File: config.mk
export PLATFORM = sky130hd
export DESIGN_NAME = intr_ctrl
export DESIGN_NICKNAME = d
export VERILOG_FILES = /design/src/rtl/intr_ctrl_pkg.sv /design/src/rtl/intr_ctrl_sync.sv /design/src/rtl/intr_ctrl.sv
export SDC_FILE = /design/constraint.sdc
export NUM_CORES = 1
export LEC_CHECK = 0
export CAP_MARGIN = 20
export CORE_ASPECT_RATIO = 0.8
export CORE_MARGIN = 5
export CORE_UTILIZATION = 37
export CTS_CLUSTER_DIAMETER = 100
export DETAILED_ROUTE_END_ITERATION = 8
export GPL_TIMING_DRIVEN = 0
export PLACE_DENSITY_LB_ADDON = 0.15
export RECOVER_POWER = 100
export SYNTH_ARGS = -nofsm -noshare
export SYNTH_HDL_FRONTEND = slang
export SYNTH_HIERARCHICAL = 1
export SYNTH_SLANG_ARGS = --single-unit
File: constraint.sdc
create_clock -name clk -period 1.7 [get_ports clk]
set_clock_uncertainty 0.1 [all_clocks]
set_input_delay 0.34 -clock clk [delete_from_list [all_inputs] [get_ports clk]]
set_output_delay 0.34 -clock clk [all_outputs]
set_load 0.05 [all_outputs]
File: src/rtl/intr_ctrl_pkg.sv
// intr_ctrl_pkg: shared definitions for the interrupt sequencer.
//   - default instruction address width and handler vector layout
//   - CP0 register numbers the sequencer interacts with
//   - FSM state encoding
//   - fixed-priority encoder (line 0 highest)
package intr_ctrl_pkg;

  localparam int IM_ADDR_BIT_DEF = 10;
  localparam int NUM_IRQ         = 4;
  localparam int IRQ_IDX_W       = 2;

  // CP0 register numbers (status holds IE/IM, EPC holds the return PC)
  localparam logic [4:0] CP0_STATUS = 5'd12;
  localparam logic [4:0] CP0_CAUSE  = 5'd13;
  localparam logic [4:0] CP0_EPC    = 5'd14;

  localparam logic [IM_ADDR_BIT_DEF-1:0] VEC_BASE_DEF   = 10'h100;
  localparam logic [IM_ADDR_BIT_DEF-1:0] VEC_STRIDE_DEF = 10'h010;

  typedef enum logic [1:0] {
    ST_IDLE    = 2'd0,
    ST_ENTER   = 2'd1,
    ST_SERVICE = 2'd2,
    ST_EXIT    = 2'd3
  } intr_state_e;

  // Lowest set index wins; scanning downward lets the lowest index overwrite.
  function automatic logic [IRQ_IDX_W-1:0] prio_idx(input logic [NUM_IRQ-1:0] req);
    prio_idx = '0;
    for (int i = NUM_IRQ-1; i >= 0; i--)
      if (req[i]) prio_idx = IRQ_IDX_W'(i);
  endfunction

endpackage

File: src/rtl/intr_ctrl_sync.sv
// irq_sync_edge: one interrupt line's 2-FF synchroniser plus rising-edge detect.
//   clk, rst_n : clock, async active-low reset
//   irq_i      : raw asynchronous line
//   edge_o     : one-cycle pulse when the synchronised line goes 0 -> 1
module irq_sync_edge (
  input  logic clk,
  input  logic rst_n,
  input  logic irq_i,
  output logic edge_o
);

  logic meta_q, sync_q, prev_q;

  always_ff @(posedge clk or negedge rst_n) begin
    if (!rst_n) begin
      meta_q <= 1'b0;
      sync_q <= 1'b0;
      prev_q <= 1'b0;
    end else begin
      meta_q <= irq_i;
      sync_q <= meta_q;
      prev_q <= sync_q;
    end
  end

  // Combinational so the pending register is the third stage of latency.
  assign edge_o = sync_q & ~prev_q;

endmodule

File: src/rtl/intr_ctrl.sv
// intr_ctrl: single-level interrupt sequencer between four IRQ lines, CP0 and
// the PC logic.
//   clk, rst_n              : clock, async active-low reset
//   irq_in[3:0]             : raw interrupt lines (rising edge significant)
//   intr_en, intr_mask[3:0] : CP0 status global enable / per-line mask
//   pc_next, epc_rd         : return address to save / current CP0 EPC
//   eret, pipe_stall        : core retiring eret / core cannot redirect
//   epc_w_en, epc_w_data    : CP0 EPC write port
//   redirect, redirect_addr : PC override
//   pending, in_service     : latched requests / one-hot line in service
//   busy                    : sequencer not idle
module intr_ctrl
  import intr_ctrl_pkg::*;
#(
  parameter int                     IM_ADDR_BIT = IM_ADDR_BIT_DEF,
  parameter logic [IM_ADDR_BIT-1:0] VEC_BASE    = IM_ADDR_BIT'(10'h100),
  parameter logic [IM_ADDR_BIT-1:0] VEC_STRIDE  = IM_ADDR_BIT'(10'h010)
) (
  input  logic                   clk,
  input  logic                   rst_n,
  input  logic [NUM_IRQ-1:0]     irq_in,
  input  logic                   intr_en,
  input  logic [NUM_IRQ-1:0]     intr_mask,
  input  logic [IM_ADDR_BIT-1:0] pc_next,
  input  logic [IM_ADDR_BIT-1:0] epc_rd,
  input  logic                   eret,
  input  logic                   pipe_stall,
  output logic                   epc_w_en,
  output logic [IM_ADDR_BIT-1:0] epc_w_data,
  output logic                   redirect,
  output logic [IM_ADDR_BIT-1:0] redirect_addr,
  output logic [NUM_IRQ-1:0]     pending,
  output logic [NUM_IRQ-1:0]     in_service,
  output logic                   busy
);

  logic [NUM_IRQ-1:0]     edge_v;
  logic [NUM_IRQ-1:0]     pending_q, pending_d, clr;
  logic [NUM_IRQ-1:0]     sel_oh;
  logic [IRQ_IDX_W-1:0]   sel_q, sel_d;
  logic [IM_ADDR_BIT-1:0] ret_q, ret_d;
  logic [IM_ADDR_BIT-1:0] vec_addr;
  logic                   eligible;
  intr_state_e            state_q, state_d;

  for (genvar n = 0; n < NUM_IRQ; n++) begin : g_sync
    irq_sync_edge u_sync (
      .clk   (clk),
      .rst_n (rst_n),
      .irq_i (irq_in[n]),
      .edge_o(edge_v[n])
    );
  end

  // A same-line edge arriving in the clear cycle re-arms the bit.
  assign pending_d = (pending_q & ~clr) | edge_v;
  assign eligible  = intr_en & (|(pending_q & intr_mask));
  assign vec_addr  = VEC_BASE + VEC_STRIDE * IM_ADDR_BIT'(sel_q);

  always_comb begin
    sel_oh = '0;
    for (int i = 0; i < NUM_IRQ; i++)
      sel_oh[i] = (sel_q == IRQ_IDX_W'(i));
  end

  always_ff @(posedge clk or negedge rst_n) begin
    if (!rst_n) begin
      state_q   <= ST_IDLE;
      sel_q     <= '0;
      ret_q     <= '0;
      pending_q <= '0;
    end else begin
      state_q   <= state_d;
      sel_q     <= sel_d;
      ret_q     <= ret_d;
      pending_q <= pending_d;
    end
  end

  // Strobes are decoded from state, so each transition yields exactly one
  // pulse regardless of how long a stall holds the state.
  always_comb begin
    state_d       = state_q;
    sel_d         = sel_q;
    ret_d         = ret_q;
    clr           = '0;
    epc_w_en      = 1'b0;
    epc_w_data    = '0;
    redirect      = 1'b0;
    redirect_addr = '0;
    unique case (state_q)
      ST_IDLE: begin
        if (eligible && !pipe_stall) begin
          state_d = ST_ENTER;
          sel_d   = prio_idx(pending_q & intr_mask);
        end
      end
      // Entry is committed once here: enable/mask changes no longer abort it.
      ST_ENTER: begin
        if (!pipe_stall) begin
          epc_w_en      = 1'b1;
          epc_w_data    = pc_next;
          redirect      = 1'b1;
          redirect_addr = vec_addr;
          clr           = sel_oh;
          state_d       = ST_SERVICE;
        end
      end
      ST_SERVICE: begin
        if (eret) begin
          ret_d   = epc_rd;
          state_d = ST_EXIT;
        end
      end
      ST_EXIT: begin
        if (!pipe_stall) begin
          redirect      = 1'b1;
          redirect_addr = ret_q;
          state_d       = ST_IDLE;
        end
      end
      default: state_d = ST_IDLE;
    endcase
  end

  assign pending    = pending_q;
  assign in_service = (state_q == ST_SERVICE) ? sel_oh : '0;
  assign busy       = (state_q != ST_IDLE);

endmodule

==> results by group <==
Routing
  • 1st-iter DRT viols: 7
  • Routed WL per cell: 14.6 um
  • Detailed Route WL: 3.45 mm
  • Routed via count: 1130
  • Remaining antenna violation count: 0
  • Drc violations: 0
  • Drt first pass iters: 2
  • Vias per Instance: 4.77

Critical path
  • Critical path cell sequence: ha_2 > nor2b_2 > buf_8 > a22o_4 > buf_8
  • Worst Setup End Kind: output pin
  • CP Max Fanout: 10
  • Delay-heaviest family, CP: flip-flops
  • Crit-path max cell delay: 0.44 ns
  • CP Data Arrival Time: 1.63 ns
  • Data required, critical path: 1.26 ns
  • Top cell by count, worst path: buf_8
  • CP max stage cell: dfrtp_2
  • Critical Path Source Type: register
  • CP Buf/Inv Count: 2
  • CP Class: reg -> out

Global route
  • Grt total ovfl: 0
  • Aggregate global-route resource usage: 13.6%
  • Initial antenna violation count: 0
  • Largest net degree at the start of global routing: 22
  • Vias in the first global route: 1232
  • Global-route wire length before repair: 5.50 mm

STA
  • Slew headroom: 66.1%
  • Fin Setup TNS: -8.13 ns
  • Final hold vios: 0
  • Final Max Slew Viols: 0
  • Minimum clock period: 2.07 ns
  • Fmax: 483 MHz
  • Slack of the critical path: -0.369 ns
  • Worst-margin pin slew: 0.509 ns
  • Final Cycle Share: 122%
  • Final Setup Violations: 30
  • RSZ-0062 raised after global routing: true

Power and ir drop
  • Static leakage: 1.13 nW
  • Pint: 0.00244 W
  • Maximum vdd ir drop: 767 uV
  • Total power: 0.00409 W
  • Clock power frac: 13.9%
  • Comb power frac: 58.0%
  • Register share of total power: 28.1%
  • PwrDens: 1590 nW/um^2
  • Sw frac: 40.4%
  • NetSw: 0.00165 W

Worst hold path
  • Min-Delay Path Class: reg -> reg

Placed design
  • HPWL after detailed placement: 2.53 mm
  • Placed Instances: 219
  • I/O Buffers: 63
  • RePlAce Congestion: 0.734

Clock network
  • Clock buffer depth: 2
  • CTS sink cnt: 30
  • Clock root buffer: clkbuf_8
  • Total clock buffers created by CTS: 5
  • Worst-path clk slew: 0.06 ns
  • Worst-skew pair later-pin latency: 0.27 ns
  • H-Tree Depth: 2
  • Hold buffers post-CTS: 0
  • TritonCTS clock tree: yes

Run
  • Max Cap Viol: 0

Floorplanning
  • Die area: 5150 um^2
  • Die H: 65.2 um
  • Core area: 3730 um^2
  • Die Width: 79.0 um
  • Row count: 20
  • Initial core utilization: 37.8%
  • IO Pins: 64

Status
  • Failing checks: negative setup slack
  • Status: finished with violations

Finish
  • Share of cells above drive strength 1: 57.0%
  • Layout fillers: 260
  • Commonest non-fill, non-tap cell in the layout: dfrtp_1
  • Post-route insts no fill: 237
  • Most frequent cells in the layout: dfrtp_1 (29), clkdlybuf4s50_1 (27), buf_6 (19)
  • Antenna Cells: 0
  • Area overhead of the layout relative to synthesis: 82.7%
  • Final layout net count: 229

Synthesis
  • #FFs+latches synth: 30
  • Synth unique cells: 33
  • Ys Warns: 6
  • Post-synthesis cell area: 1410 um^2
  • Post-synth ARST share: 100%
  • Post-synth EDFFs: 0
  • Syn Nets: 148
  • Mapped Avg Cell Area: 12.7 um^2
  • Gate Count Post-Synth: 111
  • Synth Flop Type: dfrtp_1
  • Sequential fraction of the synthesis area: 53.2%
-- sequential cells by signal (all words and copies together), names as in the netlist --
register and count:
ret_q 10, pending 4, g_sync.u_sync/sync_q 4, g_sync.u_sync/meta_q 4, sel_q 2, g_sync.u_sync/prev_q 4, state_q 2
-- per-stage QoR --
step / cell area, um^2 / hold WS, ns / util [%] / setup WS (ns)
floorplan: 1510 / -0.0556 / - / -0.102
global placement: 2190 / 0.234 / 58.9 / -1.11
detailed placement: 2220 / 0.236 / 59.6 / -1.14
CTS: 2450 / 0.250 / 65.7 / -0.405
global route: 2580 / 0.255 / 69.1 / -0.423
finish: 2580 / 0.247 / 69.1 / -0.369
-- final timing paths --
path | endpoint | cells after the start | slack, ns | startpoint
setup / recovery | redirect_addr[5] | 5 | -0.37 | state_q[0]$_DFFE_PN0P_
hold / removal | g_sync[2].u_sync/sync_q$_DFF_PN0_ | 0 | 0.25 | g_sync[2].u_sync/meta_q$_DFF_PN0_
setup reg to reg | pending[0]$_DFF_PN0_ | 7 | -0.15 | state_q[1]$_DFFE_PN0P_
hold reg to reg | g_sync[2].u_sync/sync_q$_DFF_PN0_ | 0 | 0.25 | g_sync[2].u_sync/meta_q$_DFF_PN0_
max in group asynchronous | pending[3]$_DFF_PN0_ | 2 | 0.31 | rst_n
min in group asynchronous | state_q[1]$_DFFE_PN0P_ | 1 | 0.35 | rst_n
-- metal layers --
metal	GRT usage [%]	share of wire, %
met1	15.9	44
met2	23.1	47
met3	4.66	8.7
met4	5.15	0.90
met5	0	0
-- logic make-up (layout without fill, tap and decap cells) --
family / count (synthesis) / in the layout / share of synthesized area [%]
simple gates: 42 / 42 / 21.0
fa+ha+maj: 4 / 4 / 3.55
buf+inv: 7 / 89 / 1.95
flops: 30 / 30 / 53.2
mux: 12 / 12 / 9.85
compound gates: 16 / 16 / 10.4
-- area by class of cell --
type	count	area, um^2	share of cell area [%]
clock inverters	1	5.00	0.194
inverters	3	20.0	0.777
plain buffers	2	40.0	1.55
flip-flops and latches	30	752	29.2
clock buffers	7	86.3	3.35
well taps	44	55.1	2.14
repair buffers	76	840	32.6
multi-input cells	74	778	30.2
-- worst reg2reg max path, cell delays in order, from the launching register on --
cell	delay (ns)
dfrtp_1	0.41
inv_2	0.09
ha_4	0.12
nor2b_4	0.25
buf_4	0.16
buf_6	0.09
or3b_1	0.35
a21o_1	0.18
-- repair_timing --
item / 4_1_cts / 5_1_grt
pin swaps: 1 / 7
setup buffers: 7 / 5
endpoints found under the setup margin: 44 / 45
gates cloned: 0 / 1
resized for setup: 210 / 32
-- cell usage after synthesis (2+ instances only) --
cell type  count  area, um^2
nor2b_4        4        55.1
nand2_1        6        22.5
nor2_1         2        7.51
ha_1           4        50.1
mux2_2        11         124
clkbuf_1       3        11.3
and2_1        17         106
a22o_1         2        17.5
dfrtp_1       30         751
a21oi_1        3        15.0
nor2b_1        3        18.8
inv_1          3        11.3
a21o_1         3        22.5
-- power groups by stage --
stage | Sequential [W] | Combinational [W] | Clock, W
5_1_grt | 0.00119 | 0.00252 | 0.000616
4_1_cts | 0.00109 | 0.00220 | 0.000587
6_report | 0.00115 | 0.00237 | 0.000567
3_5_place_dp | 0.00110 | 0.00196 | 0
3_3_place_gp | 0.00109 | 0.00192 | 0
2_1_floorplan | 0.00117 | 0.00133 | 0
No activity file was read; power rests on OpenSTA's default activity.
